<file path="config.mk">
export PLATFORM = sky130hd
export DESIGN_NAME = multicycle_ctrl_flat
export DESIGN_NICKNAME = d
export VERILOG_FILES = /design/src/rtl/multicycle_ctrl_pkg.sv /design/src/rtl/multicycle_ctrl_if.sv /design/src/rtl/multicycle_ctrl_fetch_timer.sv /design/src/rtl/multicycle_ctrl.sv /design/src/flat_wrapper.sv
export SDC_FILE = /design/constraint.sdc
export NUM_CORES = 1
export LEC_CHECK = 0
export ABC_AREA = 0
export CORE_ASPECT_RATIO = 1.25
export CORE_MARGIN = 2
export CORE_UTILIZATION = 44
export DETAILED_ROUTE_END_ITERATION = 10
export GPL_TIMING_DRIVEN = 1
export PLACE_DENSITY = 0.72
export SLEW_MARGIN = 10
export SYNTH_ARGS = -nofsm -noshare
export SYNTH_HDL_FRONTEND = slang
export SYNTH_SLANG_ARGS = --single-unit
export TNS_END_PERCENT = 10
</file>
<file path="constraint.sdc">
create_clock -name clk_i -period 1.8 [get_ports clk_i]
set_input_delay 0.36 -clock clk_i [delete_from_list [all_inputs] [get_ports clk_i]]
set_output_delay 0.36 -clock clk_i [all_outputs]
set_load 0.02 [all_outputs]
</file>
<file path="src/rtl/multicycle_ctrl_pkg.sv">
// Shared types and constants for the multicycle instruction-sequencing controller.
package multicycle_ctrl_pkg;

  typedef enum logic [2:0] {
    S_IDLE   = 3'd0,
    S_FETCH  = 3'd1,
    S_DECODE = 3'd2,
    S_EXEC   = 3'd3,
    S_WB     = 3'd4,
    S_HALT   = 3'd5
  } state_t;

  localparam logic [6:0] OP_RTYPE = 7'b0110011;
  localparam logic [6:0] OP_ITYPE = 7'b0010011;

  localparam logic [1:0] ALU_OP_NONE = 2'b00;
  localparam logic [1:0] ALU_OP_R    = 2'b10;
  localparam logic [1:0] ALU_OP_I    = 2'b11;

  localparam logic [1:0] FAULT_NONE    = 2'b00;
  localparam logic [1:0] FAULT_ILLEGAL = 2'b01;
  localparam logic [1:0] FAULT_TIMEOUT = 2'b10;

endpackage

</file>
<file path="src/rtl/multicycle_ctrl_if.sv">
// Control/status bundle between the multicycle controller and its datapath/memory.
// Fetch handshake: a fetch completes in any cycle where imem_req_o and imem_ready_i are
// both high; imem_ready_i is ignored while imem_req_o is low.
interface multicycle_ctrl_if #(parameter int CNT_W = 32);
  logic             run_i;
  logic             imem_ready_i;
  logic [6:0]       opcode_i;
  logic             imem_req_o;
  logic             ir_we_o;
  logic             pc_we_o;
  logic             reg_we_o;
  logic [1:0]       alu_op_o;
  logic             alu_src_o;
  logic             busy_o;
  logic [1:0]       fault_o;
  logic [2:0]       state_o;
  logic [CNT_W-1:0] retired_o;

  modport master (
    output run_i, imem_ready_i, opcode_i,
    input  imem_req_o, ir_we_o, pc_we_o, reg_we_o, alu_op_o, alu_src_o,
           busy_o, fault_o, state_o, retired_o
  );

  modport slave (
    input  run_i, imem_ready_i, opcode_i,
    output imem_req_o, ir_we_o, pc_we_o, reg_we_o, alu_op_o, alu_src_o,
           busy_o, fault_o, state_o, retired_o
  );
endinterface

</file>
<file path="src/rtl/multicycle_ctrl_fetch_timer.sv">
// FETCH wait counter: held at zero outside FETCH, flags the last allowed wait cycle.
module multicycle_ctrl_fetch_timer #(
  parameter int TIMEOUT = 16
) (
  input  logic clk_i,
  input  logic rst_i,
  input  logic active,
  output logic expired
);

  localparam logic [7:0] LIMIT = 8'(TIMEOUT - 1);

  logic [7:0] count;

  always_ff @(posedge clk_i or negedge rst_i) begin
    if (!rst_i) begin
      count <= 8'd0;
    end else if (!active) begin
      count <= 8'd0;
    end else if (count != LIMIT) begin
      count <= count + 8'd1;
    end
  end

  // count equals the number of FETCH cycles already spent, so LIMIT marks cycle TIMEOUT
  assign expired = active && (count == LIMIT);

endmodule

</file>
<file path="src/rtl/multicycle_ctrl.sv">
// Multicycle FETCH/DECODE/EXEC/WB sequencer with sticky fault reporting and retire counter.
module multicycle_ctrl
  import multicycle_ctrl_pkg::*;
#(
  parameter int FETCH_TIMEOUT = 16,
  parameter int CNT_W         = 32
) (
  input  logic               clk_i,
  input  logic               rst_i,
  multicycle_ctrl_if.slave   bus
);

  state_t           state;
  logic [1:0]       alu_op;
  logic             alu_src;
  logic [1:0]       fault;
  logic [CNT_W-1:0] retired;
  logic             fetch_expired;

  multicycle_ctrl_fetch_timer #(
    .TIMEOUT (FETCH_TIMEOUT)
  ) u_fetch_timer (
    .clk_i   (clk_i),
    .rst_i   (rst_i),
    .active  (state == S_FETCH),
    .expired (fetch_expired)
  );

  always_ff @(posedge clk_i or negedge rst_i) begin
    if (!rst_i) begin
      state   <= S_IDLE;
      alu_op  <= ALU_OP_NONE;
      alu_src <= 1'b0;
      fault   <= FAULT_NONE;
      retired <= '0;
    end else begin
      case (state)
        S_IDLE: begin
          if (bus.run_i) state <= S_FETCH;
        end
        S_FETCH: begin
          // a ready arriving on the final wait cycle still completes the fetch
          if (bus.imem_ready_i) begin
            state <= S_DECODE;
          end else if (fetch_expired) begin
            state <= S_HALT;
            fault <= FAULT_TIMEOUT;
          end
        end
        S_DECODE: begin
          case (bus.opcode_i)
            OP_RTYPE: begin
              alu_op  <= ALU_OP_R;
              alu_src <= 1'b0;
              state   <= S_EXEC;
            end
            OP_ITYPE: begin
              alu_op  <= ALU_OP_I;
              alu_src <= 1'b1;
              state   <= S_EXEC;
            end
            default: begin
              state <= S_HALT;
              fault <= FAULT_ILLEGAL;
            end
          endcase
        end
        S_EXEC: begin
          state <= S_WB;
        end
        S_WB: begin
          retired <= retired + CNT_W'(1);
          state   <= bus.run_i ? S_FETCH : S_IDLE;
        end
        S_HALT: begin
          state <= S_HALT;
        end
        default: begin
          state <= S_HALT;
        end
      endcase
    end
  end

  assign bus.imem_req_o = (state == S_FETCH);
  assign bus.ir_we_o    = (state == S_FETCH) && bus.imem_ready_i;
  assign bus.reg_we_o   = (state == S_WB);
  assign bus.pc_we_o    = (state == S_WB);
  assign bus.busy_o     = (state != S_IDLE) && (state != S_HALT);
  assign bus.alu_op_o   = alu_op;
  assign bus.alu_src_o  = alu_src;
  assign bus.fault_o    = fault;
  assign bus.state_o    = state;
  assign bus.retired_o  = retired;

endmodule

</file>
<file path="src/flat_wrapper.sv">
// flat-port wrapper written by rule: the top's interface ports become plain ports
module multicycle_ctrl_flat import multicycle_ctrl_pkg::*;
#(
  parameter int FETCH_TIMEOUT = 16,
  parameter int CNT_W         = 32
)
  (clk_i, rst_i, bus_run_i, bus_imem_ready_i, bus_opcode_i, bus_imem_req_o, bus_ir_we_o, bus_pc_we_o, bus_reg_we_o, bus_alu_op_o, bus_alu_src_o, bus_busy_o, bus_fault_o, bus_state_o, bus_retired_o);
  multicycle_ctrl_if #(.CNT_W(CNT_W)) bus_i ();
  input  logic clk_i;
  input  logic rst_i;
  input wire logic [$bits(bus_i.run_i)-1:0] bus_run_i;
  input wire logic [$bits(bus_i.imem_ready_i)-1:0] bus_imem_ready_i;
  input wire logic [$bits(bus_i.opcode_i)-1:0] bus_opcode_i;
  output wire logic [$bits(bus_i.imem_req_o)-1:0] bus_imem_req_o;
  output wire logic [$bits(bus_i.ir_we_o)-1:0] bus_ir_we_o;
  output wire logic [$bits(bus_i.pc_we_o)-1:0] bus_pc_we_o;
  output wire logic [$bits(bus_i.reg_we_o)-1:0] bus_reg_we_o;
  output wire logic [$bits(bus_i.alu_op_o)-1:0] bus_alu_op_o;
  output wire logic [$bits(bus_i.alu_src_o)-1:0] bus_alu_src_o;
  output wire logic [$bits(bus_i.busy_o)-1:0] bus_busy_o;
  output wire logic [$bits(bus_i.fault_o)-1:0] bus_fault_o;
  output wire logic [$bits(bus_i.state_o)-1:0] bus_state_o;
  output wire logic [$bits(bus_i.retired_o)-1:0] bus_retired_o;
  assign bus_i.run_i = bus_run_i;
  assign bus_i.imem_ready_i = bus_imem_ready_i;
  assign bus_i.opcode_i = bus_opcode_i;
  assign bus_imem_req_o = bus_i.imem_req_o;
  assign bus_ir_we_o = bus_i.ir_we_o;
  assign bus_pc_we_o = bus_i.pc_we_o;
  assign bus_reg_we_o = bus_i.reg_we_o;
  assign bus_alu_op_o = bus_i.alu_op_o;
  assign bus_alu_src_o = bus_i.alu_src_o;
  assign bus_busy_o = bus_i.busy_o;
  assign bus_fault_o = bus_i.fault_o;
  assign bus_state_o = bus_i.state_o;
  assign bus_retired_o = bus_i.retired_o;
  multicycle_ctrl #(.FETCH_TIMEOUT(FETCH_TIMEOUT), .CNT_W(CNT_W)) u_core (.clk_i(clk_i), .rst_i(rst_i), .bus(bus_i));
endmodule
</file>
# Word-level counts from Yosys, hierarchy flattened
# Index checks and enable logic that the tools add are counted.
[word_totals] inputBits=11 mem_bits_ro=0 mem_count=0 regBits=48 elab_cells=48 latch_bits=0 ramBits=0 output_inout_bits=45
[op_classes] bitwise=0 muxes=14 n_eq_ne=15 n_addsub=2 multipliers=0 shift=0 reduce_logical=11 div=0 order_cmp=0
[op_table] operator="$add 32x1->32 const B" n=1
[op_table] operator="$mux 8" n=2
[op_table] operator="$pmux 3 s5" n=1
[op_table] operator="$mux 3" n=4
[op_table] operator="$add 8x1->8 const B" n=1
[op_table] operator="$eq 8x4->1 const B" n=1
[op_table] operator="$ne 8x4->1 const B" n=1
[op_table] operator="$pmux 2 s2" n=2
[op_table] operator="$eq 7x5->1 const B" n=1
[op_table] operator="$eq 7x6->1 const B" n=1
[op_table] operator="$eq 3x2->1 const B" n=2
[op_table] operator="$mux 2" n=3
[op_table] operator="$ne 2x2->1 const B" n=3
[op_table] operator="$ne 2x1->1 const B" n=2
[op_table] operator="$reduce_and 2->1" n=2
[op_table] operator="$reduce_and 4->1" n=1
[op_table] operator="$reduce_bool 2->1" n=2
[op_table] operator="$eq 3x1->1 const B" n=1
[op_table] operator="$eq 3x3->1 const B" n=1
[op_table] operator="$logic_and 1x1->1" n=3
[op_table] operator="$logic_not 3->1" n=1
[op_table] operator="$ne 3x2->1 const B" n=1
[op_table] operator="$ne 3x3->1 const B" n=1
[op_table] operator="$reduce_bool 3->1" n=1
[op_table] operator="other kinds (3)" n=3

# Longest topological paths before layout
[depth] depth_word=5 depth_mapped=7 mapped_depth_nobuf=5

# Cells and area by module
# From an unflattened synthesis, not the netlist that was laid out.
[unflattened] cells_unflattened=214 area_unflattened_um2=2311.0
[by_module_without_submodules] mod="multicycle_ctrl" cells_each=171 instances=1 seq_area_each_um2=975.9 area_each_um2=1886.8
[by_module_without_submodules] mod="multicycle_ctrl_fetch_timer" cells_each=43 instances=1 seq_area_each_um2=200.2 area_each_um2=424.2

# Worst setup path after synthesis
# No wires, ideal clock.
[synth_timing] kind="register -> register" start="reg u_core.state[2] (netlist: u_core.bus.state_o[2])" end="reg u_core.retired[25] (netlist: u_core.bus.retired_o[25])" n_path_buf=2 setup_ns=0.132 synth_period_minus_slack_ns=1.994 t_required_ns=1.668 arrival_time_ns=1.862 setup_slack_ns=-0.194 path_stages_with_launch=7 cell_sequence="dfrtp_1 -> buf_4 -> or3b_1 -> buf_6 -> nor4_4 -> nand4_1 -> xnor2_1"
[synth_between] elab_chain_cells=1
[synth_rtl] element="start, declared" line_no="multicycle_ctrl.sv:13" source="state_t state;"
[synth_rtl] element="start signal, assigned" line_no="multicycle_ctrl.sv:73" source="state <= bus.run_i ? S_FETCH : S_IDLE;"
[synth_rtl] element="$eq 3x3->1" line_no="multicycle_ctrl.sv:37" source="case (state)"
[synth_rtl] element="end signal, assigned" line_no="multicycle_ctrl.sv:72" source="retired <= retired + CNT_W'(1);"
[synth_rtl] element="end, declared" line_no="multicycle_ctrl.sv:17" source="logic [CNT_W-1:0] retired;"
# Every way passes these cells.
# A chain may end at the register's enable or synchronous reset.

# Worst setup path in the final report
[layout_timing] start="reg u_core.state[2] (netlist: u_core.bus.state_o[2])" end="reg u_core.retired[11] (netlist: u_core.bus.retired_o[11])"
# Same word-level chain as after synthesis.

==> flow_summary.rst <==
.. list-table::
   :header-rows: 1

   * - Metric
     - Value
   * - Status
     - complete, no violations
   * - Die Outline Area
     - 5617 µm²
   * - Final non-filler cell total
     - 342
   * - Clock transition at path regs
     - 0.09 ns
   * - Maxcap violations
     - 0
   * - Mapped Avg Cell Area
     - 10.80 µm²
   * - Fill cells
     - 410
   * - Mapped Nets
     - 218
   * - Final count of negative-setup-slack endpoints
     - 0
   * - Static leakage power
     - 0.001432 µW
   * - Type of element capturing the critical path
     - flip-flop
   * - Most common library cells after synthesis
     - sky130_fd_sc_hd__dfrtp_1, sky130_fd_sc_hd__xnor2_1, sky130_fd_sc_hd__nand4_1
   * - CP cell instances
     - or3b_1 -> buf_4 -> nor4_4 -> buf_6 -> nand4_1 -> xnor2_1
   * - Clock sinks
     - 47
   * - Critical path buffer and inverter count
     - 2
   * - Y dimension of the die
     - 83.30 µm
   * - Ys async rst share
     - 100.0%
   * - Cell family with most CP delay
     - simple AND/OR/NAND/NOR gates
   * - Setup repair after global routing missed its margin
     - true
   * - Slowest Stage Delay on Critical Path
     - 0.42 ns
   * - DRT iter0 DRCs
     - 102
   * - Worst-margin pin slew
     - 0.4667 ns
   * - Routed vias
     - 1774
   * - Sequential cell area fraction in the yosys report
     - 53.14%
   * - Worst min-delay path class
     - reg2reg
   * - Area share of the largest cell type after synthesis
     - 53.14%
   * - VDD IR-drop max
     - 0.6697 mV
   * - Startpoint types
     - flip-flop
   * - Crit path time final
     - 1.780 ns
   * - Global-route wire length before repair
     - 7500 µm
   * - Diode insertion count for antenna repair
     - 0
   * - Maximum buffer depth of the clock tree
     - 2
   * - Worst hold stages
     - 1
   * - Final ANT Viol Nets
     - 0
   * - Cell taking the most area after synthesis
     - sky130_fd_sc_hd__dfrtp_1
   * - Required time of the critical path
     - 1.98 ns
   * - Weighted congestion reported at the end of routability-driven placement
     - 0.7908
   * - Post-Synthesis Cell Area
     - 2213 µm²
   * - Depth of the CTS H-tree
     - 2
   * - Gate count after technology mapping
     - 205
   * - Cell count along the critical path
     - 6
   * - Yosys warning count
     - 0
   * - Worst endpoint data arrival time
     - 1.96 ns
   * - Most repeated cell in the gate-level netlist after synthesis
     - sky130_fd_sc_hd__dfrtp_1
   * - Number of setup buffers added after CTS
     - 0
   * - Fraction of final layout cells sized beyond drive strength 1
     - 14.54%
   * - All-layer global routing usage
     - 16.99%
   * - Layout area overhead
     - 40.08%
   * - Sequential Area
     - 1177 µm²
   * - Via count normalized by instance count
     - 5.187
   * - Clock root cell
     - sky130_fd_sc_hd__clkbuf_8
   * - Critical Setup Path Class
     - reg2reg
   * - Final Cycle Share
     - 98.88%
   * - Placed instance count
     - 333
   * - Depth of the worst register-to-register path
     - 6
   * - Width of the die
     - 67.44 µm
   * - Number of enable flip-flop cells after synthesis
     - 0
   * - Final nets
     - 294
   * - Maximum number of pins on one net before global-route repair
     - 32
   * - Initial core utilization
     - 46.12%
   * - Critical-path top delay cell
     - sky130_fd_sc_hd__dfrtp_2
   * - Top-Level Pins
     - 56
   * - Post-synthesis sequential element count
     - 47
   * - Total area of multi-input combinational cells
     - 975.9 µm²
   * - Number of distinct standard cells referenced by the synthesized netlist
     - 34
   * - Avg WL per Cell
     - 12.99 µm
   * - Std-Cell Core Area
     - 4800 µm²
   * - Top flip-flop cell by instance count after synthesis
     - sky130_fd_sc_hd__dfrtp_1
   * - Maximum operating frequency
     - 561.9 MHz
   * - DRT Wirelength
     - 4441 µm
   * - Hold violation count in the final report
     - 0
   * - Power density of the placed cells
     - 1033 nW/µm²
   * - Total number of placement rows
     - 28
   * - Via count of the first global-routing pass
     - 1589
   * - TritonCTS clock tree
     - yes
   * - Total iterations of the first detailed-routing run
     - 4
   * - Util after Layout
     - 64.60%
   * - Pins Over Slew Limit
     - 0
   * - Clock Latency Late Sink
     - 0.30 ns
   * - Antenna violations before repair
     - 0
   * - Top post-synthesis cells by area
     - sky130_fd_sc_hd__dfrtp_1, sky130_fd_sc_hd__xnor2_1, sky130_fd_sc_hd__nand4_1
   * - Number of remaining DRC errors
     - 0
   * - Detailed-placement wirelength estimate
     - 3257 µm
   * - Clock buffers created by TritonCTS
     - 5
   * - Setup skew after layout
     - 0.01246 ns
   * - Max transition margin
     - 68.77%
   * - IO buf count
     - 55
   * - Gr ovfl total
     - 0
   * - CP max FO
     - 10
-- logic make-up (layout without fill, tap and decap cells) --
| group | Yosys count | after routing | share of synthesized area (%) |
|---|---|---|---|
| XOR/XNOR | 37 | 37 | 14.64 |
| buffers and inverters | 12 | 89 | 2.883 |
| AND/OR/NAND/NOR | 90 | 90 | 23.12 |
| multiplexers | 2 | 2 | 0.9045 |
| flip-flops | 47 | 47 | 53.14 |
| adder cells (fa/ha/maj) | 2 | 2 | 1.130 |
| AO/OA/AOI/OAI | 15 | 15 | 4.183 |
-- sequential cells by signal, indices dropped and copies added (netlist names) --
register,flops
u_core.bus.alu_op_o,2
u_core.bus.fault_o,2
u_core.bus.retired_o,32
u_core.bus.state_o,3
u_core.u_fetch_timer.count,8
-- metrics by stage --
stage	power, µW	area [µm²]	worst slack, ns	hold slack (ns)	setup TNS, ns
finish	3203	3100	0.02024	0.4815	0
global route	3381	3100	-0.08270	0.5019	-0.4414
CTS	3237	3097	-0.08929	0.4854	-0.2541
detailed placement	2364	2953	-0.1759	0.3223	-0.6588
global placement	2351	2953	-0.1268	0.3139	-0.3998
floorplan	1842	2218	-0.1011	0.06441	-1.430
-- routing by layer --
layer | up-vias | global-route usage, % | wire length (µm)
met5 | - | 0 | 0
met4 | 0 | 5.009 | 43
met3 | 4 | 4.065 | 209
met2 | 42 | 26.37 | 2198
met1 | 859 | 23.35 | 1989
li1 | 869 | - | -
-- worst paths after layout --
kind,from,end,slack [ns]
min in group asynchronous,rst_i,u_core.bus.retired_o[3],0.54
hold reg to reg,u_core.bus.alu_op_o[1],u_core.bus.alu_op_o[1],0.48
hold / removal,u_core.bus.alu_op_o[1],u_core.bus.alu_op_o[1],0.48
max in group asynchronous,rst_i,u_core.bus.retired_o[6],0.76
setup / recovery,u_core.bus.state_o[2],u_core.bus.retired_o[11],0.02
setup reg to reg,u_core.bus.state_o[2],u_core.bus.retired_o[11],0.02
-- power by group --
part	leakage, µW	switching, µW	internal [µW]
clock	0.0000644	369	554
sequential	0.000639	118	1170
combinational	0.000729	521	474
total	0.00143	1010	2200
-- placed cells by master (no fill, tap or decap), types with 2 or more instances in the layout --
cell type	Yosys	routed
sky130_fd_sc_hd__dlygate4sd2_1	0	4
sky130_fd_sc_hd__o21a_1	2	2
sky130_fd_sc_hd__nor2_1	13	12
sky130_fd_sc_hd__nand2_1	15	15
sky130_fd_sc_hd__clkdlybuf4s15_2	0	2
sky130_fd_sc_hd__clkdlybuf4s50_1	0	40
sky130_fd_sc_hd__clkbuf_8	0	5
sky130_fd_sc_hd__mux2i_1	2	2
sky130_fd_sc_hd__clkbuf_2	0	3
sky130_fd_sc_hd__buf_4	3	18
sky130_fd_sc_hd__inv_1	5	5
sky130_fd_sc_hd__or3b_2	2	2
sky130_fd_sc_hd__and3_1	7	7
sky130_fd_sc_hd__and2_1	2	2
sky130_fd_sc_hd__nand3_1	14	14
sky130_fd_sc_hd__nor3_1	3	3
sky130_fd_sc_hd__o21ai_0	5	5
sky130_fd_sc_hd__dfrtp_1	47	46
sky130_fd_sc_hd__xnor2_1	33	33
sky130_fd_sc_hd__nand2b_1	3	3
sky130_fd_sc_hd__nor4_1	3	3
sky130_fd_sc_hd__a21oi_1	3	3
sky130_fd_sc_hd__ha_1	2	2
sky130_fd_sc_hd__dlymetal6s2s_1	0	5
sky130_fd_sc_hd__bufinv_16	0	2
sky130_fd_sc_hd__xor2_1	4	4
sky130_fd_sc_hd__nand4_1	20	20
sky130_fd_sc_hd__a31oi_1	2	2
-- repair_timing --
item	in CTS	in global routing
gates resized for setup	14	12
hold buffers	1	0
pin swaps	0	0
endpoints found under the hold margin	14	0
setup endpoints to repair	11	19
-- cell type report --
cell class / count / area share, %
clock buffer: 5 / 2.220
clock inverter: 3 / 2.179
inverter: 5 / 0.6053
multi-input combinational: 146 / 31.48
sequential: 47 / 37.97
tap: 60 / 2.421
timing repair buffer: 76 / 23.12
Power figures use the tool's default switching activity.
